[config.mk]
export PLATFORM = sky130hd
export DESIGN_NAME = coverfloat_vector_loader
export DESIGN_NICKNAME = d
export VERILOG_FILES = /design/src/rtl/coverfloat_vector_loader.sv
export SDC_FILE = /design/constraint.sdc
export NUM_CORES = 2
export LEC_CHECK = 0
export BUFFER_PORTS_ARGS = -buffer_cell sky130_fd_sc_hd__buf_2
export CAP_MARGIN = 20
export CORE_UTILIZATION = 25
export CTS_BUF_LIST = sky130_fd_sc_hd__clkbuf_4
export CTS_CLUSTER_DIAMETER = 80
export DETAILED_ROUTE_END_ITERATION = 16
export GPL_ROUTABILITY_DRIVEN = 1
export MAX_ROUTING_LAYER = met4
export PLACE_DENSITY_LB_ADDON = 0.25
export SLEW_MARGIN = 0
export SYNTH_ARGS = -nofsm -noshare
export SYNTH_HDL_FRONTEND = slang
export SYNTH_SLANG_ARGS = --single-unit
[constraint.sdc]
create_clock -name clk -period 4.21 [get_ports clk]
set_clock_uncertainty 0.05 [all_clocks]
set_input_delay 0.6315 -clock clk [delete_from_list [all_inputs] [get_ports clk]]
set_output_delay 0.6315 -clock clk [all_outputs]
set_load 0.01 [all_outputs]
[src/rtl/coverfloat_vector_loader.sv]
// Producer end of the coverfloat interface: frames a 32-bit word stream of
// covervectors behind a sync word, unpacks it into the interface fields and
// hands the finished vector to the coverage sampler over valid/ready.
module coverfloat_vector_loader #(
    parameter logic [31:0] SYNC_WORD = 32'hCF10_A7ED,
    parameter int          ERR_W     = 16,
    parameter int          CNT_W     = 32
) (
    input  logic               clk,
    input  logic               rst,
    input  logic               in_valid,
    output logic               in_ready,
    input  logic [31:0]        in_data,
    input  logic               in_abort,
    output logic               vec_valid,
    input  logic               vec_ready,
    output logic [31:0]        op,
    output logic [7:0]         rm,
    output logic [7:0]         operandFmt,
    output logic [7:0]         resultFmt,
    output logic [7:0]         exceptionBits,
    output logic [127:0]       a,
    output logic [127:0]       b,
    output logic [127:0]       c,
    output logic [127:0]       result,
    output logic               intermS,
    output logic [31:0]        intermX,
    output logic [191:0]       intermM,
    output logic [ERR_W-1:0]   hdr_err_cnt,
    output logic [CNT_W-1:0]   vec_cnt,
    output logic               frame_err
);

    typedef enum logic [1:0] {
        HUNT = 2'd0,
        LOAD = 2'd1,
        HOLD = 2'd2
    } state_t;

    localparam logic [4:0] LAST_IDX = 5'd25;

    state_t     state;
    state_t     stateNext;
    logic [4:0] idx;
    logic       accept;
    logic [6:0] laneOff;
    logic [7:0] mOff;

    // Words are taken only in HUNT/LOAD, never while reset or abort is high.
    assign in_ready  = !rst && !in_abort && (state == HUNT || state == LOAD);
    assign accept    = in_valid && in_ready;
    assign vec_valid = (state == HOLD);

    // Bit offsets of the current word inside the 128-bit operands and intermM.
    // Operand groups start at idx 2, 6, 10, 14, so idx[1:0]+2 is the lane.
    always_comb begin
        laneOff = {idx[1:0] + 2'd2, 5'b0};
        mOff    = ({3'b000, idx} - 8'd20) << 5;
    end

    // State register.
    always_ff @(posedge clk) begin
        // NOTE: clocked state uses non-blocking assignments so every flop
        // samples pre-edge values regardless of block evaluation order.
        if (rst) state <= HUNT;
        else     state <= stateNext;
    end

    // Next-state logic.
    always_comb begin
        // NOTE: default first so no path through the case leaves stateNext
        // unassigned, which would infer a latch.
        stateNext = state;
        case (state)
            HUNT: if (accept && in_data == SYNC_WORD) stateNext = LOAD;
            LOAD: begin
                if (in_abort)                     stateNext = HUNT;
                else if (accept && idx == LAST_IDX) stateNext = HOLD;
            end
            HOLD: if (vec_ready) stateNext = HUNT;
            default: stateNext = HUNT;
        endcase
    end

    // Word index, field unpacking, counters and the sticky framing error.
    always_ff @(posedge clk) begin
        if (rst) begin
            // NOTE: the field registers are plain flops, not a memory, and the
            // outputs must read zero after reset, so they are reset explicitly.
            idx           <= '0;
            op            <= '0;
            rm            <= '0;
            operandFmt    <= '0;
            resultFmt     <= '0;
            exceptionBits <= '0;
            a             <= '0;
            b             <= '0;
            c             <= '0;
            result        <= '0;
            intermS       <= 1'b0;
            intermX       <= '0;
            intermM       <= '0;
            hdr_err_cnt   <= '0;
            vec_cnt       <= '0;
            frame_err     <= 1'b0;
        end else begin
            if (state == HUNT && accept) begin
                if (in_data == SYNC_WORD)  idx <= '0;
                else if (hdr_err_cnt != '1) hdr_err_cnt <= hdr_err_cnt + ERR_W'(1);
            end

            if (state == LOAD && accept) begin
                idx <= idx + 5'd1;
                case (idx)
                    5'd0:  op <= in_data;
                    5'd1:  {rm, operandFmt, resultFmt, exceptionBits} <= in_data;
                    5'd2, 5'd3, 5'd4, 5'd5:     a[laneOff +: 32]      <= in_data;
                    5'd6, 5'd7, 5'd8, 5'd9:     b[laneOff +: 32]      <= in_data;
                    5'd10, 5'd11, 5'd12, 5'd13: c[laneOff +: 32]      <= in_data;
                    5'd14, 5'd15, 5'd16, 5'd17: result[laneOff +: 32] <= in_data;
                    5'd18: intermX <= in_data;
                    5'd19: begin
                        intermS <= in_data[0];
                        if (in_data[31:1] != '0) frame_err <= 1'b1;
                    end
                    5'd20, 5'd21, 5'd22, 5'd23, 5'd24, 5'd25:
                        intermM[mOff +: 32] <= in_data;
                    default: ;
                endcase
            end

            if (state == HOLD && vec_ready) vec_cnt <= vec_cnt + CNT_W'(1);
        end
    end

endmodule

# Word level (Yosys, flattened, before mapping)
# Index checks and enable logic that the tools add are counted.
dict set report classes {
  add_sub_neg 7
  eq_ne 32
  shifts 4
  n_mux 13
  n_bitwise 1
  reduce_logical 34
}
# op count
set op_table {}
lappend op_table {{128-bit bitwise mux} 4}
lappend op_table {{192-bit bitwise mux} 1}
lappend op_table {{32-bit by 10-bit variable shift with 192-bit output, first input constant} 1}
lappend op_table {{32-bit by 10-bit variable part select with 192-bit output} 1}
lappend op_table {{32-bit by 9-bit variable shift with 128-bit output, first input constant} 1}
lappend op_table {{32-bit by 9-bit variable part select with 128-bit output} 1}
lappend op_table {{5-bit == test, second input constant} 10}
lappend op_table {{5-bit by 4-bit == test with 1-bit output, second input constant} 8}
lappend op_table {{32-bit by 1-bit adder with 32-bit output, second input constant} 1}
lappend op_table {{32-bit == test, second input constant} 1}
lappend op_table {{31-bit nonzero test} 1}
lappend op_table {{5-bit by 3-bit == test with 1-bit output, second input constant} 4}
lappend op_table {{2-bit AND reduction} 10}
lappend op_table {{16-bit by 1-bit adder with 16-bit output, second input constant} 1}
lappend op_table {{16-bit inequality test, second input constant} 1}
lappend op_table {{4-bit OR reduction} 4}
lappend op_table {{5-bit 2-to-1 mux} 3}
lappend op_table {{5-bit by 2-bit == test with 1-bit output, second input constant} 2}
lappend op_table {{8-bit negator with 10-bit output} 1}
lappend op_table {{7-bit negator with 9-bit output} 1}
lappend op_table {{3-bit AND reduction} 3}
lappend op_table {{1-bit logical AND} 8}
lappend op_table {{2-bit 2-to-1 mux} 4}
lappend op_table {{2-bit one-hot mux with 3 select lines} 1}
lappend op_table {{other kinds (16)} 18}
dict set report word_totals {
  regBits 857
  output_inout_bits 852
  word_cells 108
}

# Longest topological paths before layout
dict set report logic_depth {
  depth_word 8
  depth_mapped 12
  mapped_depth_nobuf 8
}

# Worst setup path after synthesis
# No wires, ideal clock.
dict set report synth_path {
  path_kind {reg-to-reg}
  start {register idx[0]}
  end {register intermM[130]}
  arrival_ns 2.806
  required_ns 4.028
  path_slack_ns 1.221
  stages_incl_launch_ff 13
  n_path_buf 4
  cell_sequence {dfxtp_1 -> clkbuf_1 -> inv_1 -> ha_1 -> ha_1 -> clkbuf_1 -> nor4b_2 -> nand2_1 -> or3_1 -> clkbuf_1 -> clkbuf_1 -> nand2_1 -> a21oi_1}
}
dict set report synth_via {
  elab_chain_len 4
  word_cells_on_any_way 13
}
# item line
set synth_lines {}
lappend synth_lines {{from (decl)} 44} ;# logic [4:0] idx;
lappend synth_lines {{from (signal assigned)} 113} ;# idx <= idx + 5'd1;
lappend synth_lines {{3-bit subtractor} 58} ;# mOff = ({3'b000, idx} - 8'd20) << 5;
lappend synth_lines {{8-bit negator with 10-bit output} 127} ;# intermM[mOff +: 32] <= in_data;
lappend synth_lines {{32-bit by 10-bit variable part select with 192-bit output / 32-bit by 10-bit variable shift with 192-bit output (equally long branches)} 127}
lappend synth_lines {{192-bit bitwise mux} 127}
lappend synth_lines {{to (signal, indexed assignment)} 127}
lappend synth_lines {{to (decl)} 28} ;# output logic [191:0] intermM,
# Several ways; a longest one is shown, not always the timed one.
# A chain may end at the register's enable or synchronous reset.

# Worst setup path in the final report
dict set report layout_path {
  start {register state[1]}
  end {register intermM[178]}
}
dict set report layout_via {
  elab_chain_len 6
  word_cells_on_any_way 7
}
# item line
set layout_lines {}
lappend layout_lines {{from (decl)} 42} ;# state_t state;
lappend layout_lines {{from (signal assigned)} 66} ;# else state <= stateNext;
lappend layout_lines {{2-bit by 1-bit == test with 1-bit output / 2-bit logical NOT (equally long branches)} {50, 112}}
lappend layout_lines {{1-bit logical OR} 50} ;# assign in_ready = !rst && !in_abort && (state == HUNT || state == LOAD);
lappend layout_lines {{1-bit logical AND} 50}
lappend layout_lines {{1-bit logical AND} 51} ;# assign accept = in_valid && in_ready;
lappend layout_lines {{1-bit logical AND *} 112} ;# if (state == LOAD && accept) begin
lappend layout_lines {{2-bit AND reduction (no line) *} -}
# Every way passes the cells marked *; elsewhere a longest branch is shown, timed or not.

==> flow_metrics.tcl <==
set metrics [dict create \
    status "finished clean" \
    path_delay_family "simple AND/OR/NAND/NOR gates" \
    ant_nets 0 \
    multi_input_area_sq_um 13800 \
    overflow 0 \
    ys_async_sr_fraction_pct 0 \
    io_buffers 888 \
    cts_made_buffers 237 \
    die_y_um 360 \
    maxCapViolCount 0 \
    route.detailed.drc 0 \
    fillerInstances 13700 \
    synth_edf_count 0 \
    endpoint_kind "flop" \
    leakage_nw 20.2 \
    dp.cells 6048 \
    hp-class "in -> reg" \
    htree_levels 4 \
    worst_setup_path_start_kind "flop" \
    finalSetupViolCount 0 \
    ir_drop_v 0.000252 \
    mostFrequentLayoutCells "buf_2, dfxtp_1, nand2_1, a21oi_1, nor2_1" \
    maxSlewViolCount 0 \
    cp_cell_sequence "nor4b_2 -> dlygate4sd3_1 -> buf_4 -> nand3_1 -> or4_2 -> nand3_1 -> o21ai_0" \
    ioPinCount 889 \
    max_stage_delay_ns 1.09 \
    yosysWarningCount 0 \
    drt-initial-drc-count 2494 \
    syn_to_final_growth_pct 29.8 \
    worst-path-buf-inv 2 \
    cts_buffer_depth 3 \
    ctsRootBufferMaster "clkbuf_4" \
    start_util_pct 25.2 \
    avgSynthCellArea_sq_um 8.66 \
    fmax_mhz 307 \
    die_area_sq_um 130000 \
    hpwlAfterDp_mm 97.1 \
    rsz0062_at_grt "no" \
    first_pass_iters 5 \
    worst_pin_slew_ns 1.02 \
    core-area_sq_um 128000 \
    critical_path_required_ns 5.22 \
    cellPowerDensity_nw_per_um2 389 \
    critPathMaxFanout 64 \
    tns_ns 0 \
    finalNetCount 4711 \
    cts_tree "done" \
    synthDistinctLibCells 58 \
    clkSlewWorstSetupHoldPaths_ns 0.07 \
    finalHoldViolations 0 \
    post-cts-setup-buffers 0 \
    cts.sinks 857 \
    globalRouteTotalUtil_pct 22.8 \
    grt_max_degree 194 \
    synthCells 3707 \
    wire_per_inst_um 23.0 \
    yosysSeqAreaShare_pct 53.4 \
    vias 30400 \
    register_area_sq_um 17200 \
    synth_nets 3754 \
    final_common_cell "buf_2" \
    grt_pass1_wl_mm 208 \
    fp-row-count 131 \
    drive_gt1_share_pct 29.0 \
    crit_top_cell "nand3_1" \
    fin_cells 6523 \
    critPathKind "reg -> reg" \
    fp.dieW_um 360 \
    fin_crit_sh_pct 77.4 \
    synth_ff_type "dfxtp_1" \
    period_needed_ns 3.26 \
    grt_pass1_vias 28300 \
    syn-cell-area_sq_um 32100 \
    crit_arrival_ns 4.26 \
    max-slew-margin-rel_pct 32.2 \
    synth_seq_cells 857 \
    gp_congestion 0.816 \
    insertion_delay_ns 1.24 \
    routed_via_density 4.67 \
    antenna_found_initial 30 \
    drt_wl_total_mm 150 \
    worst_path_max_delay_cell "or4_2" \
]
-- worst reg2reg max path: stages (launching register included) --
cell	delay [ns]
dfxtp_1	0.35
nor4b_2	0.26
dlygate4sd3_1	0.59
buf_4	0.13
nand3_1	0.20
or4_2	1.09
nand3_1	0.30
o21ai_0	0.11
-- final timing paths --
check | startpoint | end | slack [ns] | cells after the start
worst min-delay path | rst | vec_cnt[4] | 0.24 | 3
worst max-delay path | state[1] | intermM[178] | 0.95 | 7
worst min register to register | intermM[127] | intermM[127] | 0.39 | 2
worst max register to register | state[1] | intermM[178] | 0.95 | 7
-- sequential cells by signal (all words and copies together) (netlist names) --
signal,count
intermS,1
op,32
rm,8
c,128
result,128
idx,5
resultFmt,8
hdr_err_cnt,16
intermM,192
b,128
intermX,32
a,128
state,2
exceptionBits,8
frame_err,1
operandFmt,8
vec_cnt,32
-- routing by layer --
layer  routed length (um)  vias up  share of wire (%)  GRT usage [%]
met5                    0        -                  0              -
met2                72100     1255                 48           37.3
li1                     -    14400                  -              -
met4                 4690        0                3.1           8.59
met3                12600      215                8.4           6.25
met1                60400    14600                 40           26.4
-- where the power goes --
| part | internal [W] | total (W) | switching, W |
|---|---|---|---|
| logic | 0.0000891 | 0.000519 | 0.000430 |
| clock network | 0.00387 | 0.00759 | 0.00372 |
| registers | 0.00811 | 0.00811 | 0.000000982 |
-- final cells by class --
class | count | area share, %
Multi-Input combinational cell | 2538 | 33.1
Clock inverter | 54 | 0.648
Tap cell | 1662 | 4.99
Timing Repair Buffer | 1017 | 13.4
Clock buffer | 359 | 6.46
Sequential cell | 857 | 41.2
Inverter | 13 | 0.120
Antenna cell | 23 | 0.138
-- stage by stage --
step                      hold WS, ns  total power [W]  worst slack [ns]  cell area, sq um  util [%]
after floorplan                 0.423          0.00848              1.22             32100         -
after global placement          0.385          0.00879             0.911             38200      30.0
after detailed placement        0.389          0.00879             0.865             38300      30.0
after CTS                      0.0494           0.0165             0.928             41600      32.6
after global routing            0.144           0.0169             0.644             41700      32.7
final                           0.239           0.0162             0.954             41700      32.7
-- repair_timing --
item,4_1_cts,5_1_grt
endpoints found under the hold margin,461,0
gates resized for setup,0,0
hold buffers,39,0
-- kinds of logic (layout without fill, tap and decap cells) --
family          after synthesis  in the layout  synth area share (%)
simple gates               1639           1639                  22.2
flops                       857            857                  53.4
compound gates              506            506                  8.12
mux                         358            358                  11.2
buf+inv                     312           1443                  3.96
xor+xnor                     25             25                 0.682
fa+ha+maj                    10             10                 0.390
other cells                   0             23                     0
-- cell usage after synthesis, drive strengths merged (2+ instances only) --
cell    instances  area share, %
or3             9           0.18
nor2          371            4.4
nor4           21           0.47
and2          130            2.5
buf            77            1.2
mux2i         354             11
o31ai           6           0.14
nor3b           2          0.047
nor2b          22           0.43
or4b            2          0.074
nand3b          2          0.047
o22ai           2          0.039
o31a            2          0.055
inv            12           0.14
o21a            2          0.047
nand2         841            9.8
and4            6           0.16
nand4          24           0.47
o21ai          81            1.3
a21oi         400            6.2
o41ai           2          0.055
mux2            4           0.14
ha             10           0.39
nand2b          4          0.078
or3b            2          0.055
xor2            7           0.19
a41oi           2          0.055
and3b           2          0.055
nor3           16           0.28
xnor2          18           0.49
nor4b           3           0.12
and3           18           0.35
or4            13           0.30
nand4b          3          0.082
nand3         146            2.3
dfxtp         857             53
clkbuf        222            2.6
Note: power is estimated with default switching activity, not from simulation.
